==> src/rtl/mod_counter_pkg.sv <==
// counter_pkg: mode codes and one-shot state encoding shared by the counter and its users.
package counter_pkg;
    localparam logic [1:0] MODE_WRAP    = 2'b00;
    localparam logic [1:0] MODE_SAT     = 2'b01;
    localparam logic [1:0] MODE_ONESHOT = 2'b10;
    typedef enum logic [1:0] {
        ST_IDLE = 2'd0,
        ST_RUN  = 2'd1,
        ST_DONE = 2'd2
    } st_e;
endpackage

==> src/rtl/mod_counter_if.sv <==
// mod_counter_if: control, bound and status signals of the programmable counter.
interface mod_counter_if #(parameter int BITS = 8);
    logic            cnt;
    logic            dir;
    logic            load;
    logic [BITS-1:0] din;
    logic [BITS-1:0] max;
    logic [1:0]      mode;
    logic            tc;
    logic            wrap;
    logic            busy;
    logic [BITS-1:0] val;
    modport master (output cnt, dir, load, din, max, mode, input tc, wrap, busy, val);
    modport slave  (input cnt, dir, load, din, max, mode, output tc, wrap, busy, val);
endinterface

==> src/rtl/mod_counter.sv <==
// mod_counter: up/down counter with clamped load, programmable bound and wrap/saturate/one-shot modes.
module mod_counter
    import counter_pkg::*;
#(
    parameter int BITS = 8
) (
    input  logic         clk,
    input  logic         rst,
    mod_counter_if.slave bus
);
    logic [BITS-1:0] r_val;
    logic            r_wrap;
    st_e             r_st;
    st_e             w_st_nxt;
    logic            w_os;
    logic            w_sat;
    logic            w_term;
    logic            w_step;
    logic            w_arr;
    logic            w_busy;
    logic [BITS-1:0] w_clamp;
    logic [BITS-1:0] w_adj;
    logic [BITS-1:0] w_val_nxt;
    logic            w_wrap_nxt;
    // Mode 11 falls through to wrap behaviour since neither flag is set.
    always_comb begin
        w_os       = bus.mode == MODE_ONESHOT;
        w_sat      = bus.mode == MODE_SAT;
        w_clamp    = (bus.din > bus.max) ? bus.max : bus.din;
        w_step     = bus.cnt & (~w_os | (r_st == ST_RUN));
        w_term     = bus.dir ? (r_val == '0) : (r_val >= bus.max);
        w_adj      = bus.dir ? r_val - BITS'(1) : r_val + BITS'(1);
        w_arr      = bus.dir ? (w_adj == '0) : (w_adj == bus.max);
        w_val_nxt  = bus.load ? w_clamp :
                     !w_step ? r_val :
                     !w_term ? w_adj :
                     (w_os | w_sat) ? r_val :
                     bus.dir ? bus.max : '0;
        w_wrap_nxt = ~bus.load & w_step & (w_term ? ~w_sat : (w_sat & w_arr));
    end
    always_ff @(posedge clk) begin
        if (rst) begin
            r_val  <= '0;
            r_wrap <= 1'b0;
        end else begin
            r_val  <= w_val_nxt;
            r_wrap <= w_wrap_nxt;
        end
    end
    always_ff @(posedge clk) begin
        if (rst) r_st <= ST_IDLE;
        else     r_st <= w_st_nxt;
    end
    always_comb begin
        w_st_nxt = !w_os ? ST_IDLE :
                   bus.load ? ST_RUN :
                   (r_st == ST_RUN && bus.cnt && w_term) ? ST_DONE : r_st;
    end
    always_comb begin
        w_busy = r_st == ST_RUN;
    end
    assign bus.tc   = w_term;
    assign bus.wrap = r_wrap;
    assign bus.busy = w_busy;
    assign bus.val  = r_val;
endmodule

==> src/flat_wrapper.sv <==
// flat-port wrapper written by rule: the top's interface ports become plain ports
module mod_counter_flat import counter_pkg::*;
#(
    parameter int BITS = 8
)
  (clk, rst, bus_cnt, bus_dir, bus_load, bus_din, bus_max, bus_mode, bus_tc, bus_wrap, bus_busy, bus_val);
  mod_counter_if #(.BITS(BITS)) bus_i ();
  input  logic clk;
  input  logic rst;
  input wire logic [$bits(bus_i.cnt)-1:0] bus_cnt;
  input wire logic [$bits(bus_i.dir)-1:0] bus_dir;
  input wire logic [$bits(bus_i.load)-1:0] bus_load;
  input wire logic [$bits(bus_i.din)-1:0] bus_din;
  input wire logic [$bits(bus_i.max)-1:0] bus_max;
  input wire logic [$bits(bus_i.mode)-1:0] bus_mode;
  output wire logic [$bits(bus_i.tc)-1:0] bus_tc;
  output wire logic [$bits(bus_i.wrap)-1:0] bus_wrap;
  output wire logic [$bits(bus_i.busy)-1:0] bus_busy;
  output wire logic [$bits(bus_i.val)-1:0] bus_val;
  assign bus_i.cnt = bus_cnt;
  assign bus_i.dir = bus_dir;
  assign bus_i.load = bus_load;
  assign bus_i.din = bus_din;
  assign bus_i.max = bus_max;
  assign bus_i.mode = bus_mode;
  assign bus_tc = bus_i.tc;
  assign bus_wrap = bus_i.wrap;
  assign bus_busy = bus_i.busy;
  assign bus_val = bus_i.val;
  mod_counter #(.BITS(BITS)) u_core (.clk(clk), .rst(rst), .bus(bus_i));
endmodule
==> config.mk <==
export PLATFORM = sky130hd
export DESIGN_NAME = mod_counter_flat
export DESIGN_NICKNAME = d
export VERILOG_FILES = /design/src/rtl/mod_counter_pkg.sv /design/src/rtl/mod_counter_if.sv /design/src/rtl/mod_counter.sv /design/src/flat_wrapper.sv
export SDC_FILE = /design/constraint.sdc
export NUM_CORES = 1
export LEC_CHECK = 0
export CAP_MARGIN = 15
export CORE_MARGIN = 10
export CORE_UTILIZATION = 31
export CTS_CLUSTER_SIZE = 12
export DETAILED_ROUTE_END_ITERATION = 6
export DONT_BUFFER_PORTS = 1
export PLACE_DENSITY_LB_ADDON = 0.05
export SLEW_MARGIN = 10
export SYNTH_ARGS = -nofsm -noshare
export SYNTH_HDL_FRONTEND = slang
export SYNTH_SLANG_ARGS = --single-unit
==> constraint.sdc <==
create_clock -name clk -period 3.8 [get_ports clk]
set_input_delay 0.76 -clock clk [delete_from_list [all_inputs] [get_ports clk]]
set_output_delay 0.76 -clock clk [all_outputs]
set_load 0.1 [all_outputs]
Word-level counts from Yosys, hierarchy flattened
Index checks and enable logic that the tools add are counted.

cells by class
  $add $sub $neg = 2
  $lt $le $gt $ge = 2
  equal/unequal tests = 5
  mux-type cells = 12
  bitwise logic cells = 9
  reduce and logical (&&, ||, !) cells = 9

operators with widths
  cell                                              number
  2-to-1 mux 8 bit                                  7
  logical NOT 8 bit                                 2
  adder 8 x 1 -> 8 bit, second input constant       1
  == test 8 bit                                     1
  >= comparator 8 bit                               1
  > comparator 8 bit                                1
  subtractor 8 x 1 -> 8 bit, second input constant  1
  2-to-1 mux 1 bit                                  5
  bitwise AND 1 bit                                 4
  == test 2 x 1 -> 1 bit, second input constant     2
  nonzero test 2 bit                                2
  != test 3 bit, second input constant              1
  inverter 1 bit                                    3
  OR reduction 3 bit                                1
  == test 2 bit, second input constant              1
  logical AND 1 bit                                 2
  bitwise OR 1 bit                                  2
  AND reduction 2 bit                               1
  OR reduction 2 bit                                1

word-level totals
  register bits = 11
  bits of input ports = 23
  word-level logic and storage cells = 43

Logic depth before layout (Yosys ltp)
  depth in word-level cells = 7
  depth in mapped cells = 9
  gate-level depth less buffers = 9

Least setup slack after synthesis
Ideal clock, no wire load.

  path kind = register to output
  from = register u_core.r_val[0] (netlist: u_core.bus.val[0])
  to = output bus_tc
  arrival = 2.783 ns
  data required time = 3.040 ns
  path slack = 0.257 ns
  cell stages (with the launch flop) = 8
  cell sequence = dfxtp_1 > inv_1 > ha_1 > nand2b_1 > a2111o_1 > a21o_1 > nand2_2 > inv_1

between the ends
  cells in the longest elaborated chain, start to end = 2
  elaborated cells on any way between the ends = 3

ends and longest elaborated chain
  what                                                      RTL line            text
  start: declaration                                        mod_counter.sv:11   logic [BITS-1:0] r_val;
  start signal: assignment                                  mod_counter.sv:46   r_val <= w_val_nxt;
  >= comparator 8 bit or logical NOT 8 bit (tied branches)  mod_counter.sv:31   w_term = bus.dir ? (r_val == '0) : (r_val >= bus.max);
  2-to-1 mux 1 bit (*)                                      mod_counter.sv:31
  end: declaration                                          flat_wrapper.sv:16  output wire logic [$bits(bus_i.tc)-1:0] bus_tc;

Every way passes the cells marked *; elsewhere a longest branch is shown, timed or not.

Worst setup path after layout
Ends and elaborated chain as after synthesis.

==> results by group <==
Outcome
  • Status: finished clean

Floorplanning
  • Initial Util: about a third
  • Die area: approximately 8500 sq um
  • Chip width: 92.1 microns
  • IO Count: 34
  • Core area: roughly 5100 sq um
  • Die H: roughly 92 microns
  • FP Rows: 26

Routing
  • Antenna-violating nets left: 0
  • WL/cell: ~19 microns
  • DR iter-0 viols: 94
  • Vias per cell: roughly 5.7
  • Pre-antenna DRT Iters: 4
  • Via count: around 1,600
  • # DRC: 0
  • Post-Route WL: between 5000 and 6000 microns

Final layout
  • Most common cell after layout, fill and taps aside: ha_1
  • Commonest cells after routing, fill and taps aside: ha_1 (25), nor2_1 (18), inv_1 (16)
  • Nets: between 200 and 300
  • Fillers: ~570
  • Diode count: 0
  • Layout area overhead: 11.0%
  • Layout cells sized above 1: about a tenth

Critical path
  • CP Launch Point: u_core.bus.val[0]
  • Worst Setup Start Kind: flop
  • Terminus of the critical flop-to-flop path: u_core.bus.val[4]
  • CP endpoint: bus_tc
  • CP Class: reg2out
  • Worst path cell trace: buf_4, inv_1, ha_1, nand2b_1, a2111o_1, a21o_1, nand2_2, inv_1, buf_4
  • Largest stage delay, worst path: approximately 450 ps
  • R2R Path Start: u_core.bus.val[0]
  • Buf/Inv on CP: 4
  • CP Data Arrival Time: 2350 ps
  • CP top delay family: compound AO/OA/AOI/OAI gates
  • Worst reg2reg path depth: 9
  • Worst path depth: 9
  • Worst reg-to-reg setup slack: ~1200 ps
  • CP Max Fanout: 9
  • Slowest CP cell: a2111o_1
  • Crit end category: primary output
  • Req. time, crit path: approximately 3000 ps

Power
  • Pwr Total: about 760 uW
  • Pleak: roughly 0.0008 uW
  • Power Dens Cells: 426 nW/um^2
  • VDD IR max: ~170 uV

CTS
  • Number of buffers created by CTS: 3
  • CTS clk-pin slew, worst paths: approximately 50 ps
  • CTS H-Tree Depth: 1
  • Root buffer cell: clkbuf_8
  • Hold_buf cts: 0
  • TritonCTS clock tree: built
  • Postcts setup bufs: 0
  • # resized after CTS: 0
  • Sink Count: 11
  • Max Root-Sink Buffers: 2
  • Latest clock arrival within the worst-skew pair: roughly 250 ps

STA
  • Pin slew with the least headroom to its limit: between 900 and 1000 ps
  • Pins over their slew limit: 0
  • Layout Skew: ~9.3 ps
  • Final worst slack: 689 ps
  • F_max: ~0.32 GHz
  • Setup_tns: 0 ps
  • RSZ-0062 raised after global routing: false
  • Part of the cycle the worst path needs: between 80% and 90%
  • Final hold vios: 0
  • Slew HR: a little under two fifths
  • Setup violators final: 0
  • Worst hold margin: a little under 500 ps
  • Post-route minimum period: just over 3000 ps

Global route
  • Initial antenna violation count: 0
  • GRT Total Usage: roughly an eighth
  • Total grt overflow: 0
  • Vias in the first global route: 1,553
  • Largest net degree at the start of global routing: 19
  • First-pass GRT wire length: just over 8000 microns

Synthesis
  • Synthesized cell area: 1610 sq um
  • Post-synth EDFFs: 0
  • Synth unique cells: 54
  • Yosys warns: 0
  • Syn Inst Count: around 200
  • Synth async-reset ratio: 0%
  • Sequential area share after synthesis: roughly 14%
  • Syn Area/Cell: ~8 sq um
  • #FFs+latches synth: 11
  • Post-Syn Nets: around 250
  • Primary FF master, synth: dfxtp_1

Min path
  • HP Class: reg2reg

Job
  • MaxCap Viol Count: 0

Place
  • I/O Buffers: 0
  • Pre-CTS setup slack: ~730 ps
  • GP Congestion: 0.838
  • DP HPWL: around 4300 microns
[registers in the layout, indices dropped and copies added (netlist names)]
signal,count
u_core.bus.wrap,1
u_core.r_st,2
u_core.bus.val,8
[layer usage]
layer,track usage [%],wire length (microns),vias up
met5,0,0,-
met4,2.06,38,0
met1,13.9,2260,762
met3,4.73,390,4
met2,20.2,2500,37
li1,-,-,762
[stage by stage]
step,utilization [%],cell area (sq um),cells
after floorplan,-,1610,196
after global placement,34.4,1750,270
after detailed placement,34.4,1750,270
after CTS,35.3,1790,274
after global routing,35.3,1790,274
final,35.3,1790,274
[cell families after synthesis]
group           after synthesis  synth area share (%)
flops                        11                  13.7
xor+xnor                     12                  8.22
fa+ha+maj                    26                  20.6
compound gates               57                  26.7
simple gates                 59                  20.0
mux                           8                  4.97
buf+inv                      23                  5.82
[synth_stat cells (2+ instances only)]
library cell	number	share of area (%)
ha_1	25	19
nor2_1	18	4.2
inv_1	16	3.7
dfxtp_1	11	14
o21ai_0	10	3.1
a21oi_1	9	2.8
a32o_1	8	5.0
mux2i_1	8	5.0
xnor2_1	8	4.3
a221o_1	6	3.7
nand2_1	6	1.4
nand2b_1	6	2.3
clkbuf_1	4	0.93
nor3_1	4	1.2
nor4_1	4	1.6
nand3_1	3	0.93
nand4_1	3	1.2
a211oi_1	2	0.93
a31oi_1	2	0.78
nand3b_1	2	0.93
nor2b_1	2	0.78
nor3b_1	2	0.93
nor4b_1	2	1.1
o21a_1	2	0.93
or3b_2	2	1.1
xnor3_1	2	2.8
xor2_1	2	1.1
[final cells by class]
cell class / count / area, sq um / share of cell area [%]
Timing Repair Buffer: 10 / 75.1 / 4.19
Sequential cell: 11 / 220 / 12.3
Multi-Input combinational cell: 162 / 1300 / 72.5
Tap cell: 70 / 87.6 / 4.89
Clock buffer: 4 / 45.0 / 2.52
Inverter: 17 / 63.8 / 3.56
[where the power goes]
part | total [uW] | internal [uW] | switching [uW]
Combinational | 483 | 177 | 306
Clock | 129 | 74.2 | 55.1
Sequential | 150 | 129 | 20.7
Total | 762 | 380 | 382
[worst min-delay path by stage]
stage | cells after the start | from | end
floorplan | 2 | u_core.r_st[0] | u_core.r_st[0]
global placement | 2 | u_core.r_st[0] | u_core.r_st[0]
detailed placement | 2 | u_core.r_st[0] | u_core.r_st[0]
CTS | 2 | u_core.r_st[0] | u_core.r_st[0]
global route | 2 | u_core.r_st[0] | u_core.r_st[0]
finish | 2 | u_core.r_st[0] | u_core.r_st[0]
[tightest hold or removal path, stage by stage (launching register included)]
cell     delay (ps)
dfxtp_1         320
o31ai_1          70
a21oi_1          60
No activity file was read; power rests on OpenSTA's default activity.
